## src/rtl/sequential_divider_pkg.sv

```systemverilog
// Shared definitions for the restoring shift-subtract divider:
// FSM state encodings and the default operand width.
package sequential_divider_pkg;

  localparam int DEFAULT_WIDTH = 4;

  typedef enum logic [1:0] {
    S_IDLE = 2'd0,
    S_CALC = 2'd1,
    S_DONE = 2'd2
  } div_state_t;

endpackage : sequential_divider_pkg

```

## src/rtl/sequential_divider_control.sv

```systemverilog
// Divider sequencer: start/ready handshake, iteration down-counter and the
// load / shift_sub strobes that steer the datapath in the top module.
//
//   state  | meaning
//   -------+---------------------------------------------------------------
//   S_IDLE | ready high; start accepted, operands loaded on that edge
//   S_CALC | one quotient bit resolved per edge; counter runs WIDTH -> 0
//   S_DONE | done pulse for one cycle; results valid, returns to S_IDLE
module sequential_divider_control
  import sequential_divider_pkg::*;
#(
  parameter int WIDTH = DEFAULT_WIDTH
) (
  input  logic clk,
  input  logic reset,
  input  logic start,
  input  logic divisor_zero,
  output logic load,
  output logic shift_sub,
  output logic ready,
  output logic done
);

  localparam int CW = $clog2(WIDTH + 1);

  div_state_t    state;
  logic [CW-1:0] count;

  // ready is the registered IDLE flag, so an accept is simply ready & start
  assign load = ready & start;

  // FSM, iteration counter and registered strobes in one sequential block
  always_ff @(posedge clk or negedge reset) begin
    if (!reset) begin
      state     <= S_IDLE;
      count     <= '0;
      ready     <= 1'b1;
      done      <= 1'b0;
      shift_sub <= 1'b0;
    end else begin
      done <= 1'b0;
      case (state)
        S_IDLE: begin
          if (start) begin
            count <= CW'(WIDTH);
            ready <= 1'b0;
            if (divisor_zero) begin
              // nothing to iterate: result is forced during the load
              state <= S_DONE;
              done  <= 1'b1;
            end else begin
              state     <= S_CALC;
              shift_sub <= 1'b1;
            end
          end
        end
        S_CALC: begin
          count <= count - CW'(1);
          if (count == CW'(1)) begin
            state     <= S_DONE;
            shift_sub <= 1'b0;
            done      <= 1'b1;
          end
        end
        S_DONE: begin
          state <= S_IDLE;
          ready <= 1'b1;
        end
        default: begin
          state     <= S_IDLE;
          ready     <= 1'b1;
          shift_sub <= 1'b0;
        end
      endcase
    end
  end

endmodule : sequential_divider_control

```

## src/rtl/sequential_divider.sv

```systemverilog
// Multi-cycle restoring unsigned divider. The control block sequences the
// operation; this level holds the quotient/remainder/divisor registers and
// the trial subtractor.
module sequential_divider
  import sequential_divider_pkg::*;
#(
  parameter int WIDTH = DEFAULT_WIDTH
) (
  input  logic             clk,
  input  logic             reset,
  input  logic             start,
  input  logic [WIDTH-1:0] dividend,
  input  logic [WIDTH-1:0] divisor,
  output logic [WIDTH-1:0] quotient,
  output logic [WIDTH-1:0] remainder,
  output logic             ready,
  output logic             done,
  output logic             div_by_zero
);

  logic             load;
  logic             shift_sub;
  logic             divisor_zero;

  // R is conceptually WIDTH+1 bits, but between iterations R < D always
  // holds, so its top bit is zero and only WIDTH bits need storing.
  logic [WIDTH-1:0] q_reg;
  logic [WIDTH-1:0] r_reg;
  logic [WIDTH-1:0] d_reg;
  logic             dbz_reg;

  logic [WIDTH:0]   r_shifted;
  logic [WIDTH:0]   trial;
  logic [WIDTH-1:0] q_next;
  logic [WIDTH-1:0] r_next;

  assign divisor_zero = (divisor == '0);

  sequential_divider_control #(
    .WIDTH(WIDTH)
  ) u_control (
    .clk         (clk),
    .reset       (reset),
    .start       (start),
    .divisor_zero(divisor_zero),
    .load        (load),
    .shift_sub   (shift_sub),
    .ready       (ready),
    .done        (done)
  );

  // One restoring step: shift {R,Q} left, trial-subtract D, keep on no borrow.
  // When r_shifted has its top bit set it exceeds D, so the trial never
  // borrows and the dropped bit in the restore path is always zero.
  always_comb begin
    r_shifted = {r_reg, q_reg[WIDTH-1]};
    trial     = r_shifted - {1'b0, d_reg};
    q_next    = q_reg << 1;
    r_next    = r_shifted[WIDTH-1:0];
    if (!trial[WIDTH]) begin
      r_next    = trial[WIDTH-1:0];
      q_next[0] = 1'b1;
    end
  end

  // Datapath registers: operand capture on accept, one step per CALC edge
  always_ff @(posedge clk or negedge reset) begin
    if (!reset) begin
      q_reg   <= '0;
      r_reg   <= '0;
      d_reg   <= '0;
      dbz_reg <= 1'b0;
    end else if (load) begin
      d_reg <= divisor;
      if (divisor_zero) begin
        q_reg   <= '1;
        r_reg   <= dividend;
        dbz_reg <= 1'b1;
      end else begin
        q_reg   <= dividend;
        r_reg   <= '0;
        dbz_reg <= 1'b0;
      end
    end else if (shift_sub) begin
      q_reg <= q_next;
      r_reg <= r_next;
    end
  end

  assign quotient    = q_reg;
  assign remainder   = r_reg;
  assign div_by_zero = dbz_reg;

endmodule : sequential_divider

```

## config.mk

```make
export PLATFORM = sky130hd
export DESIGN_NAME = sequential_divider
export DESIGN_NICKNAME = d
export VERILOG_FILES = /design/src/rtl/sequential_divider_pkg.sv /design/src/rtl/sequential_divider_control.sv /design/src/rtl/sequential_divider.sv
export SDC_FILE = /design/constraint.sdc
export NUM_CORES = 1
export LEC_CHECK = 0
export ABC_AREA = 0
export CAP_MARGIN = 25
export CORE_MARGIN = 10
export CORE_UTILIZATION = 45
export CTS_BUF_LIST = sky130_fd_sc_hd__clkbuf_4 sky130_fd_sc_hd__clkbuf_8
export CTS_CLUSTER_SIZE = 20
export DETAILED_ROUTE_END_ITERATION = 12
export PLACE_DENSITY_LB_ADDON = 0.2
export REMOVE_ABC_BUFFERS = 1
export SETUP_SLACK_MARGIN = 0.5
export SYNTH_ARGS = -nofsm -noshare
export SYNTH_HDL_FRONTEND = slang
export SYNTH_SLANG_ARGS = --single-unit
```

## constraint.sdc

```tcl
create_clock -name clk -period 1.9 [get_ports clk]
set_clock_uncertainty 0.05 [all_clocks]
set_input_delay 0.57 -clock clk [delete_from_list [all_inputs] [get_ports clk]]
set_output_delay 0.57 -clock clk [all_outputs]
set_load 0.01 [all_outputs]
```

Word level (Yosys, flattened, before mapping):

Index checks and enable logic that the tools add are counted.

* logic and storage cells: 52
* register bits: 21
* bits of input ports: 11
* output and inout port bits: 11

* equality and inequality tests: 6
* mux-type cells: 24
* bitwise logic cells: 3
* reduce and logical (&&, ||, !) cells: 8
* $add $sub $neg: 2

Operator list (number)
* $mux W4: 7
* $mux W1: 8
* $mux W2: 3
* $pmux W3 S2: 1
* $reduce_and A2 Y1: 3
* $sub A5 B4 Y5: 1
* $logic_not A4 Y1: 1
* $ne A2 B2 Y1 const B: 2
* $pmux W1 S2: 2
* $pmux W2 S2: 1
* $reduce_and A4 Y1: 1
* $reduce_bool A2 Y1: 2
* $eq A3 B1 Y1 const B: 1
* $mux W3: 1
* $pmux W1 S3: 1
* $sub A3 B1 Y3 const B: 1
* $eq A2 B1 Y1 const B: 1
* $eq A2 B2 Y1 const B: 1
* $logic_not A2 Y1: 1
* $ne A2 B1 Y1 const B: 1
* $not A1 Y1: 2
* $and A1 B1 Y1: 1

Logic depth before layout (Yosys ltp):

Gate-level depths: netlist (run 1).

* word-level depth: 4
* mapped depth: 9
* gate-level depth less buffers: 9

Hierarchy:

A second synthesis (run 1) with hierarchy kept.

* cell total of the unflattened synthesis: 133
* area, all modules: 1282.5 um^2

By module, submodules not included
* sequential_divider: times used 1, cells each 96, seq. area each 325.3 um^2, area each 885.8 um^2
* sequential_divider_control: times used 1, cells each 37, seq. area each 201.4 um^2, area each 396.6 um^2

Worst setup path before layout (run 1):

Ideal clock, no wire load.

* path type: reg2reg
* start point: register q_reg[3] (netlist: quotient[3])
* end point: register r_reg[0] (netlist: remainder[0])
* stages on the path, launching flop included: 10
* arrival time: 2045 ps
* library setup time: 74 ps
* setup slack: -269 ps
* required time: 1776 ps
* buffers on the path: 0
* clock period less this slack: 2169 ps
* cells stage by stage: dfrtp_1 -> inv_1 -> ha_1 -> inv_1 -> fa_1 -> a21o_1 -> a21oi_2 -> xnor2_2 -> mux2_4 -> o21ai_2

* longest elaborated chain between the ends: 4

Ends and longest elaborated chain
* start, declared: line sequential_divider.sv:27 `logic [WIDTH-1:0] q_reg;`
* start signal, assigned: line sequential_divider.sv:80 `q_reg <= dividend;`
* start signal, assigned: line sequential_divider.sv:85 `q_reg <= q_next;`
* $sub A5 B4 Y5: line sequential_divider.sv:57 `trial = r_shifted - {1'b0, d_reg};`
* $mux W4 *: line sequential_divider.sv:60 `if (!trial[WIDTH]) begin`
* $mux W4 *: line sequential_divider.sv:84 `end else if (shift_sub) begin`
* $mux W4 *: line sequential_divider.sv:73 `end else if (load) begin`
* end signal, assigned: line sequential_divider.sv:77 `r_reg <= dividend;`
* end signal, assigned: line sequential_divider.sv:86 `r_reg <= r_next;`
* end, declared: line sequential_divider.sv:28 `logic [WIDTH-1:0] r_reg;`

Mark *: on every way between the ends. The rest lies on a longest branch, timed or not. The select of a mux whose other input is x is not followed.
A chain may end at the register's enable or synchronous reset.

Worst setup path in the final report (run 1):

Ends and elaborated chain as after synthesis.

==> results.json, run 1 <==
{
  "worstSetupEndpointType": "flop",
  "post-route-period-util_pct": 111,
  "finalNetCount": 204,
  "ant_nets": 0,
  "hold_depth": 3,
  "gr-usage-all-layers_pct": 12.7,
  "grt_setup_unrepaired": "true",
  "synth_area_leaders": "dfrtp_1 (40%), ha_1 (6.0%), nand2_1 (5.7%), mux2i_1 (4.8%), nor3_1 (4.0%)",
  "first_pass_iters": 4,
  "die_w_um": 72.9,
  "die-area_um2": 5310,
  "layout-drive-gt1-share_pct": 35.7,
  "dp_cells": 201,
  "dieHeight_um": 72.9,
  "final_cell_mix": "dfrtp_1 (20), buf_4 (20), nand2_1 (19)",
  "final_hold_viol_count": 0,
  "timing.final.ws_setup_ps": -217,
  "routabilityCongestion": 0.840,
  "p_leak_nw": 0.869,
  "wirelength_mm": 3.34,
  "core_um2": 2710,
  "tritoncts": "built",
  "grt_pass1_wl_mm": 5.51,
  "peakVddDrop_mv": 1.40,
  "cts_buffer_depth": 2,
  "netlist_area_um2": 1260,
  "max_stage_delay_ps": 420,
  "ys.flop_type": "dfrtp_1",
  "fin_cells": 216,
  "synth_top_area_cell": "dfrtp_1",
  "numCtsBuffers": 3,
  "cts.sinks": 21,
  "io_pins": 22,
  "grt_max_degree": 22,
  "hpwlAfterDp_mm": 2.26,
  "nFillCells": 239,
  "r2r_slack_ps": -220,
  "tns_ps": -761,
  "ys_seq_elements": 21,
  "rows": 19,
  "reg2regPathDepth": 9,
  "cap_violations": 0,
  "overflow": 0,
  "hold_class": "in -> reg",
  "antenna_cells": 0,
  "fin_crit_ps": 2120,
  "yosysSeqAreaShare_pct": 41.8,
  "syn_to_final_growth_pct": 42.2,
  "cts-htree-levels": 1,
  "crit_chain": "inv_2 -> ha_4 -> inv_2 -> fa_2 -> a21o_1 -> a21oi_2 -> xnor2_2 -> mux2_4 -> o21ai_2",
  "crit_type": "reg -> reg",
  "synth_top_area_share_pct": 39.8,
  "crit_path_top_delay_cell": "dfrtp_1",
  "drc": 0,
  "clkTransAtPathRegs_ps": 120,
  "violations": "setup timing",
  "initial_core_util_pct": 46.4,
  "synth_edf_count": 0,
  "max-slew-margin-rel_pct": 73.2,
  "drt_iter0_drc": 68,
  "cp.arrival_ps": 2320,
  "powerDensity_nw_per_um2": 1930,
  "wire_per_inst_um": 15.5,
  "crit_top_cell": "inv_2",
  "r2r_end": "remainder[0]$_DFFE_PN0P_",
  "vias_per_cell": 5.48,
  "cp_max_fo": 3,
  "ys_types": 34,
  "avgSynthCellArea_um2": 8.93,
  "first_global_vias": 1147,
  "fin_util_pct": 66.1,
  "worst_slew_pin_slew_ps": 402,
  "status": "finished, violations left",
  "async_flop_share_pct": 100,
  "io_buffers": 21,
  "min_from": "divisor[0]",
  "synth_cells": 141,
  "root_buffer": "clkbuf_4",
  "num_vias": 1183,
  "r2r-start": "quotient[3]$_DFFE_PN0P_",
  "setup_violations": 5,
  "maxSlewViolCount": 0,
  "worst-endpoint-required_ps": 2100,
  "antenna_found_initial": 0,
  "cp-start-kind": "flop",
  "clock_latency_ps": 310,
  "fmax_mhz": 472,
  "min_to": "d_reg[0]$_DFFE_PN0P_",
  "yosys_warnings": 0
}
==> layer usage <==
| layer | GRT usage [%] | routed length (um) | vias to the layer above |
|---|---|---|---|
| met3 | 3.27 | 157 | 8 |
| met1 | 16.5 | 1520 | 571 |
| li1 | - | - | 575 |
| met2 | 19.5 | 1600 | 29 |
| met4 | 5.06 | 64 | 0 |
| met5 | 0 | 0 | - |
==> worst max path at each step <==
stage | slack (ps) | start | cells after the start | end
detailed placement | -260 | quotient[3]$_DFFE_PN0P_ | 9 | remainder[0]$_DFFE_PN0P_
CTS | -200 | quotient[3]$_DFFE_PN0P_ | 9 | remainder[0]$_DFFE_PN0P_
global route | -290 | quotient[3]$_DFFE_PN0P_ | 9 | remainder[0]$_DFFE_PN0P_
finish | -220 | quotient[3]$_DFFE_PN0P_ | 9 | remainder[0]$_DFFE_PN0P_
floorplan | -270 | quotient[3]$_DFFE_PN0P_ | 9 | remainder[0]$_DFFE_PN0P_
global placement | -200 | quotient[3]$_DFFE_PN0P_ | 9 | remainder[0]$_DFFE_PN0P_
==> kinds of logic after synthesis <==
group | after synthesis | share of synthesized area [%]
buffers and inverters | 17 | 5.37
AO/OA/AOI/OAI | 34 | 17.0
flip-flops | 21 | 41.8
adder cells (fa/ha/maj) | 7 | 7.55
AND/OR/NAND/NOR | 53 | 20.1
multiplexers | 8 | 6.86
XOR/XNOR | 1 | 1.29
==> Yosys cell counts (2+ instances only) <==
cell / n
clkbuf_1: 6
inv_1: 8
nand2b_1: 5
o21ai_0: 10
nor2_1: 6
a21o_1: 3
nand2_1: 19
a21o_2: 2
a31oi_1: 3
nor4_1: 2
and3_1: 2
buf_2: 2
nor2b_1: 3
nand3_1: 4
dfrtp_1: 20
a21oi_1: 9
nor3_1: 10
ha_1: 6
mux2i_1: 6
==> per-stage QoR <==
stage                     setup WS, ps  area, um2  hold slack (ps)  total power [mW]
after floorplan                   -269       1220              224              2.07
after global placement            -204       1600              414              2.77
after detailed placement          -263       1600              425              2.85
after CTS                         -203       1710              431              3.25
after global routing              -294       1790              405              3.72
final                             -217       1790              413              3.46
==> worst max-delay path: cells and delay by family, from the launching register on <==
kind | cells | cell delay, ps
AO/OA/AOI/OAI | 3 | 500
XOR/XNOR | 1 | 170
adder cells (fa/ha/maj) | 2 | 460
buffers and inverters | 2 | 120
flip-flops | 1 | 420
multiplexers | 1 | 330
==> report_power, final <==
part           internal [mW]  switching (mW)  total (mW)
clock network         0.0963           0.143       0.239
logic                   1.26            1.11        2.37
registers              0.665           0.187       0.852
==> timing repair <==
item	4_1_cts	5_1_grt
pin swaps	7	9
endpoints found under the setup margin	28	18
setup buffers	6	5
hold buffers	0	0
gates resized for setup	81	13
gates cloned	0	0
==> cell type report <==
| class | instances | area (um2) | area share (%) |
|---|---|---|---|
| Clock buffer | 4 | 30.0 | 1.68 |
| Inverter | 8 | 30.0 | 1.68 |
| Multi-Input combinational cell | 103 | 719 | 40.2 |
| Sequential cell | 21 | 527 | 29.4 |
| Tap cell | 31 | 38.8 | 2.17 |
| Timing Repair Buffer | 49 | 445 | 24.9 |
(Power assumes the default switching activity.)
==> run 2, diff against run 1 <==
--- a/config.mk
+++ b/config.mk
@@ -5,7 +5,7 @@
 export SDC_FILE = /design/constraint.sdc
 export NUM_CORES = 1
 export LEC_CHECK = 0
-export ABC_AREA = 0
+export ABC_AREA = 1
 export CAP_MARGIN = 25
 export CORE_MARGIN = 10
 export CORE_UTILIZATION = 45
==> run 2 against run 1 <==
Against the previous run:
- the flow now finishes without violations
- wire length shrank 2.3%
- first-iteration DRC count shrank 4.4%
- synthesized cell count grew 8.5%
- clock-buffer cell count shrank 1
- global-route usage shrank 0.72 points
- area after synthesis shrank 2.4%
- sequential share of layout area grew 0.54 points
- register-to-register slack gained 330 ps
- power shrank 7.1%
- die area shrank 1.7%
- critical path type unchanged
- critical endpoint unchanged
==> results.json, run 2 <==
{
  "core_um2": 2540,
  "layout-drive-gt1-share_pct": 36.9,
  "post_dp_cell_area_um2": 1520,
  "numCtsBuffers": 3,
  "max-slew-margin-rel_pct": 82.1,
  "setup_violations": 0,
  "fin_cells": 228,
  "peakVddDrop_mv": 1.26,
  "synth_top_family_by_area": "simple AND/OR/NAND/NOR gates",
  "fmax_mhz": 559,
  "die-area_um2": 5220,
  "layout_commonest_cell": "nand2_1",
  "max_stage_delay_ps": 410,
  "p_leak_nw": 0.905,
  "rows": 18,
  "gr-usage-all-layers_pct": 12.0,
  "wirelength_mm": 3.27,
  "crit_path_top_delay_cell": "fa_2",
  "cts_buffer_depth": 2,
  "seq_area_um2": 529,
  "first_pass_iters": 4,
  "synth_top_area_cell": "dfrtp_1",
  "first_global_vias": 1132,
  "netlist_top_cells_count": "inv_1 (27), nand2_1 (27), dfrtp_1 (20)",
  "hpwlAfterDp_mm": 2.34,
  "fin_util_pct": 69.4,
  "hold_class": "reg -> reg",
  "routabilityCongestion": 0.819,
  "p_clk_share_pct": 6.9,
  "crit_chain": "inv_2 -> ha_4 -> inv_2 -> fa_2 -> nand2_2 -> nand2_2 -> nand3_4 -> nand2_4 -> nand2_2 -> nand3_2 -> a21oi_2",
  "worstSetupEndpointType": "flop",
  "dp_cells": 210,
  "netlist_area_um2": 1230,
  "timing.final.ws_setup_ps": 110,
  "final_hold_viol_count": 0,
  "cts-htree-levels": 1,
  "synthMuxAreaShare_pct": 0.815,
  "cp_num_buf_inv": 2,
  "grt_pass1_wl_mm": 5.15,
  "num_vias": 1181,
  "pre_cts_ws_ps": -128,
  "antenna_cells": 0,
  "root_buffer": "clkbuf_4",
  "ant_nets": 0,
  "synthSimpleGateAreaFrac_pct": 26.5,
  "cp-start-kind": "flop",
  "synth_cells": 153,
  "cap_violations": 0,
  "crit_top_cell": "nand2_2",
  "ys_types": 26,
  "overflow": 0,
  "multi_input_area_um2": 697,
  "tritoncts": "built",
  "drt_iter0_drc": 65,
  "cp_max_fo": 5,
  "final_cell_area_um2": 1770,
  "powerDensity_nw_per_um2": 1820,
  "synth_top_area_share_pct": 40.7,
  "post-route-period-util_pct": 94.2,
  "grt_max_degree": 22,
  "ys_seq_elements": 21,
  "drc": 0,
  "power_switching_mw": 1.50,
  "initial_core_util_pct": 48.3,
  "clkTransAtPathRegs_ps": 120,
  "wire_per_inst_um": 14.3,
  "die_w_um": 72.3,
  "worst_slew_pin_slew_ps": 261,
  "comb_power_share_pct": 68.4,
  "ys.flop_type": "dfrtp_1",
  "dieHeight_um": 72.3,
  "seqPwrFrac_pct": 24.7,
  "avgSynthCellArea_um2": 8.03,
  "cp.arrival_ps": 1980,
  "synth_area_leaders": "dfrtp_1 (41%), inv_1 (8.2%), nand2_1 (8.2%), ha_1 (6.1%), nand3_1 (5.3%)",
  "yosys_warnings": 0,
  "clock_latency_ps": 310,
  "io_pins": 22,
  "synth_fa_ha_area_share_pct": 7.74,
  "synth_xor_area_share_pct": 0.713,
  "yosysSeqAreaShare_pct": 42.9,
  "syn_to_final_growth_pct": 43.8,
  "p_int_mw": 1.71,
  "crit_family": "adder cells",
  "maxSlewViolCount": 0,
  "io_buffers": 21,
  "p_sw_share_pct": 46.6,
  "async_flop_share_pct": 100,
  "finalNetCount": 217,
  "crit_type": "reg -> reg",
  "status": "completed",
  "power.total_mw": 3.21,
  "antenna_found_initial": 0,
  "synth_edf_count": 0,
  "final_cell_mix": "nand2_1 (23), inv_1 (21), buf_4 (19)",
  "cts.sinks": 21,
  "vias_per_cell": 5.18,
  "fin_crit_ps": 1790,
  "synth-compound-area-share_pct": 12.4,
  "nFillCells": 209,
  "worst-endpoint-required_ps": 2090,
  "grt_setup_unrepaired": "true"
}
-- run 2: cell count changes after synthesis, sizes merged, moves of 5 or more --
cell	previous run	this run
nand3	4	16
nand2	19	31
mux2i	6	1
nor2	6	19
inv	8	28
nand2b	5	0
clkbuf	7	0
a21o	5	0
nor3	10	0
-- run 2: per-layer routing --
| metal | track usage, % | share of wire, % |
|---|---|---|
| met1 | 16.5 | 48 |
| met2 | 17.9 | 45 |
| met3 | 3.67 | 6.1 |
| met4 | 2.58 | 0.77 |
| met5 | 0 | 0 |
-- run 2: final timing paths --
kind                                           startpoint                              end  slack (ps)  depth (start not counted)
max                               quotient[3]$_DFFE_PN0P_         remainder[0]$_DFFE_PN0P_         110                         11
min                        u_control.count[2]$_DFFE_PN0P_   u_control.count[2]$_DFFE_PN0P_         460                          2
max reg2reg                       quotient[3]$_DFFE_PN0P_         remainder[0]$_DFFE_PN0P_         110                         11
min reg2reg                u_control.count[2]$_DFFE_PN0P_   u_control.count[2]$_DFFE_PN0P_         460                          2
max in group asynchronous                           reset      u_control.ready$_DFFE_PN1P_         990                          2
min in group asynchronous                           reset  u_control.shift_sub$_DFFE_PN0P_         540                          2
-- run 2: power by group through the flow --
stage | registers [mW] | logic [mW] | clock network, mW
finish | 0.795 | 2.20 | 0.221
global route | 0.813 | 2.45 | 0.246
CTS | 0.771 | 1.93 | 0.229
detailed placement | 0.826 | 1.76 | 0
global placement | 0.813 | 1.71 | 0
floorplan | 0.835 | 1.16 | 0
-- run 2: tightest hold or removal path, stage by stage, from the launching register on --
cell     delay, ps
dfrtp_1        370
nand2_1         60
nand3_1         60
-- run 2: final cells by class --
type	count	share of cell area [%]
timing repair buffer	42	20.8
sequential	21	30.0
multi-input combinational	103	39.4
tap	30	2.12
inverter	28	6.16
clock buffer	3	1.27
clock inverter	1	0.283
-- run 2: metrics by stage --
step                setup TNS (ps)  hold WS [ps]
finish                           0           456
global route                     0           468
CTS                              0           462
detailed placement            -295           427
global placement              -243           420
floorplan                        0           224
-- run 2: cells by family after synthesis --
logic type,after synthesis
AO/OA/AOI/OAI,27
multiplexers,1
flip-flops,21
adder cells (fa/ha/maj),7
XOR/XNOR,1
AND/OR/NAND/NOR,67
buffers and inverters,29
-- run 2: repair_timing --
item                       CTS  global route
setup buffers               10             4
setup endpoints to repair   26            25
pin swaps                    4            13
gates resized for setup     58            28
hold buffers                 0             0
gates cloned                 0             0
==> run 3, diff against run 2 <==
--- a/config.mk
+++ b/config.mk
@@ -15,6 +15,7 @@
 export PLACE_DENSITY_LB_ADDON = 0.2
 export REMOVE_ABC_BUFFERS = 1
 export SETUP_SLACK_MARGIN = 0.5
+export SKIP_LAST_GASP = 1
 export SYNTH_ARGS = -nofsm -noshare
 export SYNTH_HDL_FRONTEND = slang
 export SYNTH_SLANG_ARGS = --single-unit
==> results of run 3 <==
Same layout as run 2: the final DEF is identical, and so are final timing and power.
